$ cat src/rtl/poly_music_player.sv
// Tempo-stepped song index driving NUM_CH square-wave voices mixed into one PWM stream.
// Define FADE_OUT_EN to fade the volume over the last 4 beats of a non-looping song.
module poly_music_player #(
   parameter int CLK_FREQ  = 100_000_000,
   parameter int BEAT_FREQ = 8,
   parameter int NUM_CH    = 2,
   parameter int SONG_LEN  = 128,
   parameter int HP_W      = 20,
   parameter int VOL_W     = 4,
   localparam int IB_W     = $clog2(SONG_LEN),
   localparam int PWM_W    = VOL_W + $clog2(NUM_CH + 1)
) (
   input  logic                   clk,
   input  logic                   reset,
   input  logic                   start,
   input  logic                   pause,
   input  logic                   stop,
   input  logic                   loop_en,
   input  logic [1:0]             tempo_sel,
   input  logic [NUM_CH*HP_W-1:0] ch_half,
   input  logic [NUM_CH-1:0]      ch_mute,
   input  logic [VOL_W-1:0]       volume,
   output logic [IB_W-1:0]        ibeat,
   output logic                   playing,
   output logic                   done,
   output logic                   pmod_1,
   output logic                   pmod_2,
   output logic                   pmod_4
);

   localparam int BEAT_DIV = CLK_FREQ / BEAT_FREQ;
   localparam int BC_W     = $clog2(2 * BEAT_DIV);
   localparam int AC_W     = $clog2(NUM_CH + 1);
   localparam logic [IB_W-1:0] LAST = IB_W'(SONG_LEN - 1);

   typedef enum logic [1:0] {S_IDLE, S_PLAY, S_PAUSE, S_DONE} state_e;

   state_e                   state_q, state_d;
   logic [BC_W-1:0]          bcnt_q, bcnt_d;
   logic [1:0]               tempo_q, tempo_d;
   logic [IB_W-1:0]          ibeat_q, ibeat_d;
   logic                     done_q, done_d;
   logic                     playing_q, playing_d;
   logic                     ld_q, ld_d;
   logic [NUM_CH-1:0][HP_W-1:0] half_q, half_d;
   logic [NUM_CH-1:0][HP_W-1:0] cnt_q, cnt_d;
   logic [NUM_CH-1:0]        ph_q, ph_d;
   logic [PWM_W-1:0]         ramp_q, ramp_d;
   logic                     pwm_q, pwm_d;
   logic                     run, tick;
   logic [AC_W-1:0]          active;
   logic [VOL_W-1:0]         vol_eff;
   logic [PWM_W-1:0]         level;

   function automatic logic [BC_W-1:0] beat_last(input logic [1:0] t);
      case (t)
         2'd1:    return BC_W'(BEAT_DIV / 2 - 1);
         2'd2:    return BC_W'(2 * BEAT_DIV - 1);
         default: return BC_W'(BEAT_DIV - 1);
      endcase
   endfunction

   // Commands win over the beat tick; counters only advance on a clean PLAY cycle.
   always_comb begin
      state_d = state_q;
      bcnt_d  = bcnt_q;
      tempo_d = tempo_q;
      ibeat_d = ibeat_q;
      done_d  = 1'b0;
      ld_d    = 1'b0;
      run     = 1'b0;
      tick    = (bcnt_q == beat_last(tempo_q));
      if (stop) begin
         state_d = S_IDLE;
         ibeat_d = '0;
         bcnt_d  = '0;
      end else if (pause) begin
         if (state_q == S_PLAY) state_d = S_PAUSE;
      end else begin
         case (state_q)
            S_IDLE, S_DONE: if (start) begin
               state_d = S_PLAY;
               ibeat_d = '0;
               bcnt_d  = '0;
               tempo_d = tempo_sel;
               ld_d    = 1'b1;
            end
            S_PAUSE: if (start) begin
               state_d = S_PLAY;
               ld_d    = 1'b1;
            end
            S_PLAY: begin
               run = 1'b1;
               if (tick) begin
                  bcnt_d  = '0;
                  tempo_d = tempo_sel;
                  if (ibeat_q != LAST) begin
                     ibeat_d = ibeat_q + IB_W'(1);
                     ld_d    = 1'b1;
                  end else if (loop_en) begin
                     ibeat_d = '0;
                     ld_d    = 1'b1;
                  end else begin
                     state_d = S_DONE;
                     done_d  = 1'b1;
                  end
               end else begin
                  bcnt_d = bcnt_q + BC_W'(1);
               end
            end
            default: ;
         endcase
      end
      playing_d = (state_d == S_PLAY);
   end

   always_comb begin
      half_d = half_q;
      cnt_d  = cnt_q;
      ph_d   = ph_q;
      for (int c = 0; c < NUM_CH; c++) begin
         if (run) begin
            if (ld_q && ch_half[c*HP_W +: HP_W] != half_q[c]) begin
               half_d[c] = ch_half[c*HP_W +: HP_W];
               cnt_d[c]  = '0;
               ph_d[c]   = 1'b0;
            end else if (half_q[c] == '0) begin
               cnt_d[c] = '0;
               ph_d[c]  = 1'b0;
            end else if (cnt_q[c] == half_q[c] - HP_W'(1)) begin
               cnt_d[c] = '0;
               ph_d[c]  = ~ph_q[c];
            end else begin
               cnt_d[c] = cnt_q[c] + HP_W'(1);
            end
         end
      end
   end

`ifdef FADE_OUT_EN
   localparam logic [IB_W-1:0] FADE_START = IB_W'(SONG_LEN - 4);
   localparam logic [IB_W:0]   FADE_BASE  = (IB_W+1)'(SONG_LEN - 5);
   logic [IB_W:0] fade_sh;
`endif

   always_comb begin
      vol_eff = volume;
`ifdef FADE_OUT_EN
      fade_sh = '0;
      if (!loop_en && ibeat_q >= FADE_START) begin
         fade_sh = {1'b0, ibeat_q} - FADE_BASE;
         vol_eff = volume >> fade_sh;
      end
`endif
      active = '0;
      for (int c = 0; c < NUM_CH; c++) begin
         if (ph_q[c] && !ch_mute[c] && half_q[c] != '0) active = active + AC_W'(1);
      end
      level  = (state_q == S_PLAY) ? PWM_W'(active) * PWM_W'(vol_eff) : '0;
      ramp_d = ramp_q + PWM_W'(1);
      pwm_d  = (ramp_q < level);
   end

   always_ff @(posedge clk or negedge reset) begin
      if (!reset) begin
         state_q   <= S_IDLE;
         bcnt_q    <= '0;
         tempo_q   <= '0;
         ibeat_q   <= '0;
         done_q    <= 1'b0;
         playing_q <= 1'b0;
         ld_q      <= 1'b0;
         half_q    <= '0;
         cnt_q     <= '0;
         ph_q      <= '0;
         ramp_q    <= '0;
         pwm_q     <= 1'b0;
      end else begin
         state_q   <= state_d;
         bcnt_q    <= bcnt_d;
         tempo_q   <= tempo_d;
         ibeat_q   <= ibeat_d;
         done_q    <= done_d;
         playing_q <= playing_d;
         ld_q      <= ld_d;
         half_q    <= half_d;
         cnt_q     <= cnt_d;
         ph_q      <= ph_d;
         ramp_q    <= ramp_d;
         pwm_q     <= pwm_d;
      end
   end

   assign ibeat   = ibeat_q;
   assign playing = playing_q;
   assign done    = done_q;
   assign pmod_1  = pwm_q;
   assign pmod_2  = 1'b1;
   assign pmod_4  = 1'b1;

endmodule

$ cat config.mk
export PLATFORM = sky130hd
export DESIGN_NAME = poly_music_player
export DESIGN_NICKNAME = d
export VERILOG_FILES = /design/src/rtl/poly_music_player.sv
export SDC_FILE = /design/constraint.sdc
export NUM_CORES = 1
export LEC_CHECK = 0
export BUFFER_PORTS_ARGS = -buffer_cell sky130_fd_sc_hd__clkbuf_2
export CORE_MARGIN = 3
export CORE_UTILIZATION = 61
export CTS_CLUSTER_DIAMETER = 200
export DETAILED_ROUTE_END_ITERATION = 12
export GPL_ROUTABILITY_DRIVEN = 0
export PLACE_DENSITY = 0.91
export SLEW_MARGIN = 20
export SYNTH_ARGS = -nofsm -noshare
export SYNTH_HDL_FRONTEND = slang
export SYNTH_SLANG_ARGS = --single-unit
$ cat constraint.sdc
create_clock -name clk -period 4.8 [get_ports clk]
set_clock_uncertainty 0.15 [all_clocks]
set_input_delay 0.48 -clock clk [delete_from_list [all_inputs] [get_ports clk]]
set_output_delay 0.48 -clock clk [all_outputs]
set_load 0.02 [all_outputs]
* Word level (Yosys, flattened, before mapping)
Cells that the tools add are included.
** Storage, ports and cells
- Bits in registers :: 128
- Latch bits :: 0
- Memory bits (writable) :: 0
- Memory bits (read-only) :: 0
- Input bits :: 54
- Output and inout port bits :: 12
- Word-level logic and storage cells :: 128
- Memories kept :: 0
** Cells by class
- Add/sub/neg operators :: 8
- Multipliers :: 1
- Div/mod/pow operators :: 0
- Order comparisons :: 1
- Equality and inequality tests :: 18
- Shifts and indexed selects :: 0
- Muxes and demuxes :: 55
- Bitwise operators :: 4
- Reduce and logical (&&, ||, !) cells :: 26
** Operator list (count)
- $mux 20 :: 6
- $mux 25 :: 4
- $pmux 25 s2 :: 2
- $mux 7 :: 6
- $add 20x1->20 const B :: 2
- $eq 20x20->1 :: 2
- $logic_not 20->1 :: 2
- $ne 20x20->1 :: 2
- $reduce_bool 20->1 :: 2
- $sub 20x1->20 const B :: 2
- $add 25x1->25 const B :: 1
- $eq 25x25->1 :: 1
- $mux 1 :: 22
- $mux 2 :: 10
- $pmux 7 s2 :: 1
- $reduce_and 5->1 :: 2
- $reduce_bool 3->1 :: 3
- $pmux 2 s2 :: 2
- $reduce_and 2->1 :: 4
- $add 7x1->7 const B :: 1
- $ne 7x7->1 const B :: 1
- $add 6x1->6 const B :: 1
- $eq 2x1->1 const B :: 3
- $eq 2x2->1 const B :: 3
- other kinds (17) :: 28

* Depth between registers and ports, before layout
- Depth in word-level cells :: 9
- Gate-level depth with buffers :: 17
- Depth with buffers taken out :: 17

* Worst setup path after synthesis
No wires, ideal clock.
- Kind :: reg-to-reg
- From :: register half_q[0] (netlist bit)
- To :: register pwm_q (netlist: pmod_1)
- Setup time :: 0.077 ns
- Data arrival time :: 3.855 ns
- Required time :: 4.573 ns
- Path slack :: 0.718 ns
- Stages on the path, launching flop included :: 18
- Buffers on the path :: 0
- Period minus slack after synthesis :: 4.082 ns
- Cell sequence :: dfrtp_1 inv_1 ha_1 or3b_1 or4_4 nor3_1 nor3b_1 ha_1 and2_1 ha_1 fa_1 xor2_1 nand2_1 ha_1 nor2b_1 o21ai_0 nand2b_1 a21oi_1
** On the way
- Longest elaborated chain between the ends :: 8
** Ends and longest elaborated chain
- start: declaration :: line 45 : logic [NUM_CH-1:0][HP_W-1:0] half_q, half_d;
- start signal: assignment :: line 186 : half_q <= half_d;
- $reduce_bool 20->1 * :: line 157 : if (ph_q[c] && !ch_mute[c] && half_q[c] != '0) active = active + AC_W'(1);
- $logic_and 1x1->1 * :: line 157
- $mux 1 * :: line 157
- $add 2x1->2 :: line 157
- $mux 2 * :: line 157
- $mul 2x4->6 * :: line 159 : level = (state_q == S_PLAY) ? PWM_W'(active) * PWM_W'(vol_eff) : '0;
- $mux 6 * :: line 159
- $lt 6x6->1 * :: line 161 : pwm_d = (ramp_q < level);
- via pwm_d :: line 49 : logic pwm_q, pwm_d;
- end signal: assignment :: line 190 : pwm_q <= pwm_d;
- end: declaration :: line 49
The timed path passes the listed nets; every way through them passes the cells marked *.
A chain may end at the register's enable or synchronous reset.

* Final worst setup path
Ends and elaborated chain as after synthesis.

==> run metrics <==
First DRT Iteration DRCs=approximately 770; area delta synth->final=12.23%; Synth area leader=dfrtp_1; share of layout cells above drive strength 1=0.1721; die height=121.0 µm; routed vias/inst=slightly above 6; Worst IR Drop VDD=approximately 0.00024 V; clk sinks=128; Hold Path Class=input pin to flip-flop; Int Pwr=~2.2 mW; Tmin final=between 4 and 5 ns; worst-path maximum fanout=6; sequential power share=0.390; Max Clock Freq=between 200 and 250 MHz; Synth top area share=0.3972; fin crit share=0.9569; CTS tree=done; core box area=12,770 µm²; initial antenna violation count=0; LEAKAGE=just over 4 nW; Mapped Cells=860; total setup buffers inserted after CTS=0; power per cell area=around 360 nW/µm²; Tot Pwr=between 3 and 4 mW; clock-pin slew on the worst setup and hold paths=0.06 ns; Antenna Nets Post-Route=0; CP required=5.00 ns; Synth cell types=65; Least-Margin Pin Slew=around 1.1 ns; final-stage net count=988; Clk pwr share=0.398; # IOs=66; TritonCTS Buffers=17; DRC=0; synthesized area=just over 8000 µm²; most instantiated cells after synthesis=dfrtp_1 (128), nor2_1 (104), xnor2_1 (77), xor2_1 (74), nand2_1 (62); Area contributors post-synth=dfrtp_1 (40%), xnor2_1 (8.4%), xor2_1 (8.0%); Final Util=0.7085; overall routing resource usage=0.2707; Vias=roughly 6,700; wire per inst=17.61 µm; Seq cells post-synth=approximately 130; HPWL Detailed=13,310 µm; RSZ-0062 raised after global routing=no; Sw Ratio=0.3033; Final Hold Fails=0; largest net degree at the start of global routing=49; switching power=~980 µW; worst rel slew slack=0.2885; EDFF count, synth=0; Post-synth ARST share=1.000; # fillers=839; diode count=0; initial core utilization=0.6313; Primary FF master, synth=dfrtp_1; post-synthesis sequential area ratio=0.3972; die area=about 15,000 µm²; Root Driver=clkbuf_16; cell with the most instances after synthesis=dfrtp_1; clock latency on the worst-skew pair=between 0.4 and 0.5 ns; crit path DAT=4.79 ns; IO Port Bufs=63; Crit Path Category=flip-flop to flip-flop; final WL=between 15,000 and 20,000 µm; vias in the first global route=roughly 6,500; die width=121.0 µm; status=finished, final reports clean; Mapped Avg Cell Area=approximately 9.4 µm²; row count=41; DR pass1 iterations=5; global route total overflow=0; combinational share of power=0.212; CP Capture Type=flip-flop; Slew Limit Fails=0; final setup vio count=0; setup TNS=0 ns; maxcap violations=0; Setup crit start kind=flip-flop; first-pass GRT wire length=between 30,000 and 40,000 µm; CTS Buffer Depth=2; yosys synthesis warning count=0; CTS H-Tree Depth=4
[path summary, 6_finish.rpt]
path,to,from,cells past startpoint,slack [ns]
setup / recovery,pmod_1,half_q[0],17,0.21
hold / removal,tempo_q[0],tempo_sel[0],2,0.14
setup reg to reg,pmod_1,half_q[0],17,0.21
hold reg to reg,ramp_q[5],ramp_q[5],1,0.35
max in group asynchronous,bcnt_q[8],reset,3,3.10
min in group asynchronous,half_q[35],reset,2,0.41
[per-layer routing]
layer / wire (µm) / vias up / track usage / share of wire
met2: 9388 / 283 / 0.4564 / 0.49
met3: 1408 / 40 / 0.06946 / 0.073
met4: 409 / 0 / 0.08357 / 0.021
met5: 0 / - / 0 / 0
met1: 8099 / 3224 / 0.3426 / 0.42
li1: - / 3113 / - / -
[per-stage QoR]
step	instance area (µm²)	setup slack, ns	cells	hold slack [ns]
after floorplan	8068	0.7181	861	0.03441
after global placement	8443	0.3765	1063	0.3094
after detailed placement	8443	0.2696	1063	0.3150
after CTS	9045	0.1237	1096	0.1207
after global routing	9050	0.04155	1096	0.1417
final	9050	0.2069	1096	0.1406
[final cells by class]
type	count	area (µm²)	share of cell area
Timing Repair Buffer	69	365.4	0.04037
Multi-Input combinational cell	678	4611	0.5095
Clock buffer	20	456.7	0.05046
Tap cell	172	215.2	0.02378
Inverter	17	63.81	0.007051
Clock inverter	12	135.1	0.01493
Sequential cell	128	3203	0.3539
[power by group through the flow]
| stage | combinational, mW | clock, mW | sequential [mW] |
|---|---|---|---|
| final | 0.681 | 1.28 | 1.25 |
| after global routing | 0.749 | 1.35 | 1.26 |
| after CTS | 0.673 | 1.30 | 1.25 |
| after detailed placement | 0.651 | 0 | 1.27 |
| after global placement | 0.627 | 0 | 1.26 |
| after floorplan | 0.520 | 0 | 1.22 |
[logic make-up (layout without fill, tap and decap cells)]
logic type | Yosys count | after routing | share of synthesized area
xor gates and xnor gates | 151 | 151 | 0.1640
adders and majority gates | 23 | 23 | 0.03662
and+or+nand+nor | 375 | 375 | 0.2414
other | 1 | 2 | 0.0004650
buffers and inverters | 55 | 118 | 0.03212
muxes | 46 | 46 | 0.06377
DFF | 128 | 128 | 0.3972
AOI/OAI and AO/OA | 81 | 81 | 0.06439
[registers in the layout, indices dropped and copies added, names as in the netlist, 2 cells and up]
signal,cells
tempo_q,2
state_q,2
cnt_q,40
ramp_q,6
ibeat,7
bcnt_q,25
ph_q,2
half_q,40
[placed cells by master (no fill, tap or decap), types with 17 or more instances in the layout]
cell and count:
nand3_1 45, nor3_1 29, nand4_1 28, xor2_1 74, nor2_1 104, xnor2_1 77
dfrtp_1 128, clkbuf_16 17, ha_1 22, o21ai_0 29, a21oi_1 19, clkbuf_2 62
mux2_2 43, nor4_1 17, nand2_1 62, inv_1 17
[critical path, stage by stage, from the launching register on]
cell and delay (ns):
dfrtp_1 0.45, inv_1 0.10, ha_1 0.19, or3b_1 0.45, or4_4 0.61, nor3_2 0.28
nor3b_1 0.11, ha_1 0.35, and2_1 0.16, ha_1 0.21, fa_1 0.42, xor2_1 0.18
nand2_1 0.07, ha_1 0.28, nor2b_1 0.12, o21ai_0 0.14, nand2b_1 0.08, a21oi_1 0.15
[timing repair]
action,4_1_cts,5_1_grt
setup endpoints to repair,0,1
hold endpoints to repair,34,0
hold buffers,1,0
resized for setup,0,1
Power figures use the tool's default switching activity.
